### config.mk
export PLATFORM = sky130hd
export DESIGN_NAME = serial_port_router
export DESIGN_NICKNAME = d
export VERILOG_FILES = /design/src/rtl/serial_port_router.sv
export SDC_FILE = /design/constraint.sdc
export NUM_CORES = 1
export LEC_CHECK = 0
export ABC_AREA = 1
export BUFFER_PORTS_ARGS = -buffer_cell sky130_fd_sc_hd__buf_4
export CAP_MARGIN = 0
export CORE_MARGIN = 1
export CORE_UTILIZATION = 56
export CTS_BUF_LIST = sky130_fd_sc_hd__clkbuf_16
export CTS_CLUSTER_SIZE = 16
export DETAILED_ROUTE_END_ITERATION = 10
export HOLD_SLACK_MARGIN = 0.1
export PLACE_DENSITY = 0.74
export SYNTH_ARGS = -nofsm -noshare
export SYNTH_HDL_FRONTEND = slang
export SYNTH_SLANG_ARGS = --single-unit
### constraint.sdc
create_clock -name clk -period 1.9 [get_ports clk]
set_clock_uncertainty 0.15 [all_clocks]
set_input_delay 0.285 -clock clk [delete_from_list [all_inputs] [get_ports clk]]
set_output_delay 0.285 -clock clk [all_outputs]
set_load 0.03 [all_outputs]
### src/rtl/serial_port_router.sv
// Bit-serial packet router: start bit, MSB-first port address and length, then
// data bits steered combinationally onto the addressed output port.
module serial_port_router #(
   parameter int unsigned NPORTS = 4,
   parameter int unsigned LEN_W  = 4,
   localparam int unsigned ADDR_W = $clog2(NPORTS)
) (
   input  logic              clk,
   input  logic              rst,
   input  logic              clk_en,
   input  logic              ser_in,
   input  logic              abort,
   output logic [NPORTS-1:0] p,
   output logic [ADDR_W-1:0] port_num,
   output logic [LEN_W-1:0]  dcnt,
   output logic              busy,
   output logic              done
);

   localparam int unsigned MAX_W = (ADDR_W > LEN_W) ? ADDR_W : LEN_W;
   localparam int unsigned CNT_W = $clog2(MAX_W + 1);

   typedef enum logic [2:0] {
      S_IDLE,
      S_ADDR,
      S_LEN,
      S_DATA,
      S_DONE
   } state_t;

   state_t              state_q, state_d;
   logic [CNT_W-1:0]    bcnt_q, bcnt_d;
   logic [ADDR_W-1:0]   port_num_q, port_num_d;
   logic [LEN_W-1:0]    len_q, len_d;
   logic [LEN_W-1:0]    dcnt_q, dcnt_d;

   always_ff @(posedge clk or negedge rst) begin
      if (!rst) begin
         state_q    <= S_IDLE;
         bcnt_q     <= '0;
         port_num_q <= '0;
         len_q      <= '0;
         dcnt_q     <= '0;
      end else begin
         state_q    <= state_d;
         bcnt_q     <= bcnt_d;
         port_num_q <= port_num_d;
         len_q      <= len_d;
         dcnt_q     <= dcnt_d;
      end
   end

   // Abort overrides everything; otherwise bit-level progress only on strobes.
   always_comb begin
      state_d    = state_q;
      bcnt_d     = bcnt_q;
      port_num_d = port_num_q;
      len_d      = len_q;
      dcnt_d     = dcnt_q;
      if (abort) begin
         state_d = S_IDLE;
         bcnt_d  = '0;
         dcnt_d  = '0;
      end else begin
         case (state_q)
            S_IDLE: begin
               if (clk_en && !ser_in) begin
                  state_d = S_ADDR;
                  bcnt_d  = '0;
               end
            end
            S_ADDR: begin
               if (clk_en) begin
                  port_num_d = ADDR_W'({port_num_q, ser_in});
                  if (bcnt_q == CNT_W'(ADDR_W - 1)) begin
                     state_d = S_LEN;
                     bcnt_d  = '0;
                  end else begin
                     bcnt_d = bcnt_q + CNT_W'(1);
                  end
               end
            end
            S_LEN: begin
               if (clk_en) begin
                  len_d = LEN_W'({len_q, ser_in});
                  if (bcnt_q == CNT_W'(LEN_W - 1)) begin
                     dcnt_d  = len_d;
                     state_d = (len_d != '0) ? S_DATA : S_DONE;
                     bcnt_d  = '0;
                  end else begin
                     bcnt_d = bcnt_q + CNT_W'(1);
                  end
               end
            end
            S_DATA: begin
               // A zero count here is unreachable; fall out rather than wrap.
               if (dcnt_q == '0) begin
                  state_d = S_DONE;
               end else if (clk_en) begin
                  dcnt_d = dcnt_q - LEN_W'(1);
                  if (dcnt_q == LEN_W'(1)) begin
                     state_d = S_DONE;
                  end
               end
            end
            S_DONE: begin
               state_d = S_IDLE;
            end
            default: begin
               state_d = S_IDLE;
            end
         endcase
      end
   end

   // Data bits pass straight through to the addressed port while in DATA.
   always_comb begin
      p = '0;
      if (state_q == S_DATA) begin
         p[port_num_q] = ser_in;
      end
   end

   assign port_num = port_num_q;
   assign dcnt     = dcnt_q;
   assign busy     = (state_q != S_IDLE);
   assign done     = (state_q == S_DONE);

endmodule

# Word-level counts from Yosys, hierarchy flattened
# Index checks and enable logic that the tools add are counted.
totals:
  reg_bits: 15
  latch_bits: 0
  ram_bits: 0
  mem_bits_ro: 0
  mem_count: 0
classes:
  addsub: 2
  n_mul: 0
  div: 0
  n_lt_le_gt_ge: 2
  n_eq_ne: 16
  shifts: 0
  mux: 27
  bitwise_logic: 2
  reduce_logical: 14
op_table:
  columns: ["operator", "n"]
  rows:
  - ["3-bit two-way mux", 16]
  - ["4-bit two-way mux", 6]
  - ["3-bit inequality test (second input constant)", 7]
  - ["3-bit one-hot mux with 4 select lines", 1]
  - ["3-bit by 2-bit == test with 1-bit output (second input constant)", 3]
  - ["3-bit one-hot mux with 3 select lines", 1]
  - ["4-bit inequality test (second input constant)", 2]
  - ["4-bit one-hot mux with 2 select lines", 1]
  - ["4-bit nonzero test", 2]
  - ["7-bit AND reduction", 1]
  - ["3-bit by 1-bit == test with 1-bit output (second input constant)", 2]
  - ["3-bit AND reduction", 2]
  - ["3-bit nonzero test", 2]
  - ["5-bit AND reduction", 1]
  - ["4-bit AND", 1]
  - ["4-bit by 1-bit == test with 1-bit output (second input constant)", 1]
  - ["4-bit zero test", 1]
  - ["4-bit AND reduction", 1]
  - ["4-bit by 1-bit subtractor with 4-bit output (second input constant)", 1]
  - ["3-bit by 1-bit adder with 3-bit output (second input constant)", 1]
  - ["3-bit == test (second input constant)", 1]
  - ["3-bit zero test", 1]
  - ["2-bit by 3-bit < comparator with 1-bit output (second input constant)", 1]
  - ["1-bit demux with 2-bit select", 1]
  - ["other kinds (5)", 6]

# Logic depth before layout (Yosys ltp)
# Gate-level depths: netlist of run 1.
depth:
  depth_word: 6
  ltp_mapped: 11

# Least setup slack after synthesis of run 1
# No wires, ideal clock.
synth_timing:
  kind: "register to output"
  from: "register state_q[0]"
  to: "output p[1]"
  t_arrival_ns: 1.689
  setup_slack_ns: -0.224
  path_stages_with_launch: 5
  n_path_buf: 0
  path_cell_list: "dfrtp_1 nand2_2 nor2_8 inv_2 nor4_1"
synth_between:
  elab_chain_cells: 2
synth_rtl:
  columns: ["element", "line", "text"]
  rows:
  - ["from (decl)", "31", "state_t state_q, state_d;"]
  - ["from (signal assigned)", "45", "state_q <= state_d;"]
  - ["3-bit by 2-bit == test with 1-bit output", "119", "if (state_q == S_DATA) begin"]
  - ["4-bit two-way mux", "119", null]
  - ["to (decl)", "13", "output logic [NPORTS-1:0] p,"]
# No other way between the ends.

# Worst setup path in the final report of run 1
layout_timing:
  from: "register state_q[2]"
  to: "output p[1]"
# Same word-level chain as after synthesis.

==> results by group, run 1 <==
Status
  • Status: complete, no violations

Place
  • DP HPWL: 1850 um
  • Place WS: about 0.25 ns
  • Input/output buffers: 16
  • GP Congestion: 0.9175

Floorplanning
  • IO Count: 17
  • FP Rows: 16
  • Die area: roughly 0.0022 mm^2
  • Die Wd: 47.34 um
  • Area of the core: 0.001942 mm^2
  • Initial core utilization: about three fifths
  • Die H: 47.34 um

STA
  • Relative slew slack: 78.91%
  • Achievable Freq: 0.5343 GHz
  • Final period utilization: just under 100%
  • Fin worst setup slack: 0.02836 ns
  • Slew of the pin with the lowest slew margin: 0.3164 ns
  • Final Hold Slack: 0.2425 ns
  • Setup_tns: 0 ns
  • Endpoints failing setup: 0
  • Fin crit period: 1.872 ns
  • Final hold vios: 0
  • Slew Viols, Final: 0

Critical path
  • Crit path max-delay cell type: dfrtp_1
  • CP Launch Point: state_q[2]
  • CP cell instances: nor2_8 > inv_2 > nor4_1 > buf_4
  • Crit path kind: reg2out
  • Crit path depth: 4
  • Crit path launch type: flop
  • Crit path buffers/inverters: 2
  • WP data required: 1.46 ns
  • Crit path capture type: primary output
  • Crit path to: p[1]
  • WP data arrival: 1.44 ns
  • Reg-to-reg slack, setup: 0.23 ns
  • FF-to-FF Start: state_q[2]
  • CP Max Fanout: 9
  • R2r worst-path depth: 10
  • CP delay by family, top: flip-flops
  • Critical path's largest stage delay: 0.48 ns
  • Reg2reg end: dcnt[1]

Global route
  • First-pass GRT wire length: just under 4000 um
  • Number of global-route vias before repair: just over 900
  • Pin count of the biggest net entering global routing: 16
  • Gr usage total: 24.78%
  • GRT overflow: 0
  • Initial antenna violation count: 0

Clock network
  • Root buf cell: clkbuf_16
  • Clk sink count: 15
  • TritonCTS clock tree: built
  • CTS Buffer Depth: 2
  • Clock Latency Late Sink: 0.25 ns
  • Reg clk slew, reported paths: 0.05 ns
  • H-tree levels: 1
  • CTS buffer count: 3

Routing
  • Drt first pass iters: 4
  • Initial DRC Count: 25
  • Detail-routed via count per cell: 5.068
  • Number of remaining DRC errors: 0
  • Routed WL: 2624 um
  • Total number of vias: 1120
  • Antenna viol nets, final: 0
  • Average wire per standard cell: approximately 12 um

Yosys
  • Mapped Cells: ~170
  • Synth unique cells: 21
  • Sequential element share of the synthesized area: 32.61%
  • Yosys top cell by area: dfrtp_1
  • FF+latch count, synth: 15
  • Yosys warnings: 0
  • Synth Area per Inst: 6.732 um^2
  • Top cell type's share of synthesized area: 32.61%
  • Area contributors post-synth: dfrtp_1 33%, nand2_1 18%, ha_1 7.6%, inv_1 6.5%, nand3_1 5.7%
  • Synthesized cell area: between 0.001 and 0.0015 mm^2
  • Post-Syn Nets: between 150 and 200

Power
  • Pwr Density: approximately 1400 mW/mm^2
  • Clk network pwr share: 20.4%
  • Combinational power share: roughly half
  • Sw power: 0.0009300 W
  • Pint: 0.001088 W
  • VDD IR max: around 1100 uV
  • Sw Share: ~46%
  • Static Leak: 0.7486 nW
  • Sequential share of power: about 29%

Cells and area
  • Nets: 207
  • Register Area: 377.9 um^2
  • Most frequent cells in the layout: 56 x nand2_1, 21 x inv_1, 19 x buf_4, 15 x nor2_1
  • Area growth syn-to-layout: 23.48%
  • Finished Core Util: 73.20%
  • Number of diodes: 0
  • Fillers: about 150
  • Commonest non-fill, non-tap cell in the layout: nand2_1
  • Multi-input gate area: 684.4 um^2
  • Share of cells above drive strength 1: 23.71%

Run
  • Max Cap Violations: 0

Hold path
  • HP Class: in2reg
## Yosys cell counts
cell type and count:
a21oi_1 8, clkbuf_1 1, dfrtp_1 15, ha_1 7
inv_1 20, inv_2 5, nand2_1 56, nand2_2 5
nand2_4 2, nand3_1 13, nor2_1 15, nor2_2 4
nor2_4 2, nor2_8 1, nor3_1 3, nor3_2 1
nor4_1 2, o21ai_0 7, o21ai_1 2, or2_2 1
xor2_1 1
## cell families after synthesis
kind of cell	count (synthesis)	share of synthesized area, %
and+or+nand+nor	105	43.15
buffers and inverters	26	8.478
AOI/OAI and AO/OA	17	7.391
DFF	15	32.61
adders and majority gates	7	7.608
xor gates and xnor gates	1	0.7610
## repair_timing
action,CTS,global route
endpoints found under the hold margin,15,0
setup buffers,0,3
hold buffers,1,0
setup endpoints to repair,2,3
gates resized for setup,2,1
## power groups by stage
| stage | combinational (W) | clock (W) | sequential, W |
|---|---|---|---|
| finish | 0.00102 | 0.000411 | 0.000582 |
| global route | 0.00115 | 0.000423 | 0.000599 |
| CTS | 0.000978 | 0.000411 | 0.000582 |
| detailed placement | 0.000968 | 0 | 0.000583 |
| global placement | 0.000955 | 0 | 0.000578 |
| floorplan | 0.000620 | 0 | 0.000667 |
## stage by stage
step,std cells,total power [W],area (um^2)
3_3_place_gp,213,0.001533,1301
4_1_cts,218,0.001971,1393
3_5_place_dp,213,0.001551,1301
6_report,221,0.002018,1421
5_1_grt,221,0.002168,1421
2_1_floorplan,171,0.001287,1151
## state kept, by name (all words and copies together) (netlist names)
register,flops
state_q,3
dcnt,4
bcnt_q,3
port_num,2
len_q,3
## worst register-to-register path, cell delays in order (launching register included)
cell     delay (ns)
dfrtp_1        0.48
inv_2          0.14
nand2_1        0.08
nor2_2         0.24
nand2_2        0.11
nand2_1        0.09
inv_2          0.04
nand2_4        0.08
inv_2          0.05
nand2_1        0.06
nand2_1        0.05
## worst min path at each step
stage,startpoint,end,slack (ns),depth (start not counted)
finish,abort,bcnt_q[1],0.24,4
global route,abort,bcnt_q[0],0.27,4
CTS,abort,bcnt_q[1],0.24,4
detailed placement,rst,state_q[1],0.005,1
global placement,rst,state_q[1],0.002,1
floorplan,rst,bcnt_q[0],-0.16,0
## layout make-up
type | instances | share of cell area [%]
clock buffers | 3 | 5.282
repair buffers | 20 | 10.74
inverters | 25 | 6.602
clock inverters | 1 | 0.2641
well taps | 27 | 2.377
flip-flops and latches | 15 | 26.58
multi-input cells | 130 | 48.15
## layer usage
metal	vias to the layer above	track usage [%]	share of wire, %
li1	578	-	-
met1	521	36.07	48
met2	17	35.89	48
met3	4	4.615	3.0
met4	0	9.714	1.1
met5	-	0	0
(Power assumes the default switching activity.)
==> run 2: changes to the inputs <==
- PLACE_DENSITY: 0.74 -> 0.78
==> results by group, run 2 (synthesized netlist as in run 1, its figures left out) <==
Status
  • Status: complete, no violations

Clock network
  • CTS Buffer Depth: 2 (unchanged)
  • H-tree levels: 1 (unchanged)
  • Root buf cell: clkbuf_16
  • Clk sink count: 15 (unchanged)
  • CTS buffer count: 3 (unchanged)
  • Reg clk slew, reported paths: 0.05 ns (about the same)
  • Clock Latency Late Sink: 0.24 ns (about the same)
  • TritonCTS clock tree: built

Critical path
  • CP cell instances: buf_4 > nor2_1 > nand2_1 > buf_4
  • WP data arrival: 1.36 ns (-0.08 ns)
  • Crit path launch type: flop
  • Crit path capture type: primary output
  • Reg2reg end: bcnt_q[2]
  • Reg-to-reg slack, setup: 0.25 ns (+0.02 ns)
  • Most used cell, CP: buf_4
  • Crit path kind: reg2out
  • Crit path depth: 4 (unchanged)
  • Crit path buffers/inverters: 2 (unchanged)
  • Critical path's largest stage delay: 0.44 ns (-0.04 ns)
  • Crit path max-delay cell type: dfrtp_2
  • R2r worst-path depth: 8 (-2)
  • CP delay by family, top: flip-flops
  • CP Max Fanout: 5 (-4)
  • WP data required: 1.46 ns (about the same)
  • FF-to-FF Start: state_q[1]

Cells and area
  • Max reg flops: 4 (unchanged)
  • Number of diodes: 0 (unchanged)
  • Nets: 207 (unchanged)
  • Area growth syn-to-layout: 24.13%
  • Commonest non-fill, non-tap cell in the layout: nand2_1
  • Most frequent cells in the layout: 56 x nand2_1, 21 x inv_1, 19 x buf_4, 15 x nor2_1, 13 x nand3_1
  • Final Cell Area: 0.001429 mm^2 (+0.53%)
  • Share of cells above drive strength 1: 24.74% (+1.0 points)
  • Finished Core Util: 73.58% (+0.39 points)

STA
  • Relative slew slack: 79.84% (+0.93 points)
  • Fin crit period: 1.794 ns (-0.07769 ns)
  • Slew of the pin with the lowest slew margin: 0.3000 ns (-0.01632 ns)
  • RSZ-0062 raised after global routing: false
  • Endpoints failing setup: 0 (unchanged)
  • Slew Viols, Final: 0 (unchanged)
  • Final period utilization: 94.42% (-4.1 points)
  • Final hold vios: 0 (unchanged)
  • Achievable Freq: 0.5574 GHz (+4.3%)

Global route
  • Gr usage total: 26.48% (+1.7 points)
  • Initial antenna violation count: 0 (unchanged)
  • First-pass GRT wire length: 4119 um (+5.9%)
  • Pin count of the biggest net entering global routing: 16 (unchanged)
  • Number of global-route vias before repair: 956 (+5.6%)
  • GRT overflow: 0 (unchanged)

Routing
  • Drt first pass iters: 4 (unchanged)
  • Initial DRC Count: 34 (+36%)
  • Detail-routed via count per cell: 5.145 (+1.5%)
  • Antenna viol nets, final: 0 (unchanged)
  • Total number of vias: 1137 (+1.5%)
  • Routed WL: 2680 um (+2.1%)
  • Number of remaining DRC errors: 0 (unchanged)
  • Average wire per standard cell: 12.13 um (+2.1%)

Floorplanning
  • IO Count: 17 (unchanged)
  • FP Rows: 16 (unchanged)
  • Die H: 47.34 um (unchanged)
  • Die Wd: 47.34 um (unchanged)
  • Die area: 0.002241 mm^2 (unchanged)
  • Initial core utilization: 59.28% (unchanged)
  • Area of the core: 0.001942 mm^2 (unchanged)

Run
  • Max Cap Violations: 0 (unchanged)

Power
  • Static Leak: 0.7470 nW (-0.21%)
  • VDD IR max: 934.4 uV (-12%)
  • Pwr Density: 1422 mW/mm^2 (+0.16%)
  • Total power: 0.002032 W (+0.69%)

Hold path
  • Hold Crit Depth: 4 (unchanged)
  • WHS Endpoint: bcnt_q[0]
  • Critical hold path startpoint: abort
  • HP Class: in2reg

Place
  • Post-DP Area: 0.001301 mm^2 (unchanged)
  • GP Congestion: 0.9083 (-1.0%)
  • Input/output buffers: 16 (unchanged)
  • DP HPWL: 1987 um (+7.4%)
## run 2: cell counts in the layout (fill, tap and decap cells not counted)
Identical to the previous run, type by type.
## run 2: worst max-delay path by stage
| stage | start | to | slack [ns] |
|---|---|---|---|
| global placement | state_q[0] | p[1] | 0.28 |
| finish | state_q[1] | busy | 0.11 |
| detailed placement | state_q[0] | p[3] | 0.20 |
| floorplan | state_q[0] | p[1] | -0.22 |
| CTS | state_q[0] | p[3] | 0.004 |
| global route | state_q[1] | p[1] | 0.01 |
## run 2: final cells by class
type / count / area, um^2
multi-input cells: 130 / 690.7
fillers: 154 / 513.0
clock inverters: 1 / 3.754
repair buffers: 20 / 152.6
clock buffers: 3 / 75.07
well taps: 27 / 33.78
inverters: 25 / 93.84
flip-flops and latches: 15 / 379.1
## run 2: what timing repair did
item,CTS,global route
hold buffers,1,0
resized for setup,2,3
setup endpoints to repair,2,2
endpoints found under the hold margin,15,0
setup buffers,0,3
## run 2: worst register-to-register path, stage by stage, from the launching register on
cell     delay [ns]
dfrtp_2        0.44
buf_4          0.16
nor2_1         0.19
nand2_1        0.15
nor2_2         0.21
inv_1          0.07
o21ai_1        0.11
nand2_1        0.06
nand2_1        0.06
## run 2: metal layers
layer | global-route usage [%] | vias up | share of wire (%)
li1 | - | 580 | -
met1 | 34.50 | 518 | 43
met2 | 42.19 | 31 | 51
met3 | 3.846 | 8 | 3.8
met4 | 13.71 | 0 | 1.9
met5 | 0 | - | 0
## run 2: stage by stage
stage	hold slack, ns	TNS (ns)	std cells	worst slack (ns)
final	0.2390	0	221	0.1061
after global routing	0.2631	0	221	0.01094
after CTS	0.2342	0	218	0.004500
after detailed placement	0.001275	0	213	0.2007
after global placement	0.0002917	0	213	0.2789
after floorplan	-0.1606	-0.4478	171	-0.2239
## run 2: report_power, final
group / total (W) / switching (W) / internal [W]
combinational: 0.00105 / 0.000672 / 0.000375
sequential: 0.000578 / 0.000137 / 0.000441
clock: 0.000407 / 0.000128 / 0.000279
total: 0.00203 / 0.000937 / 0.00109
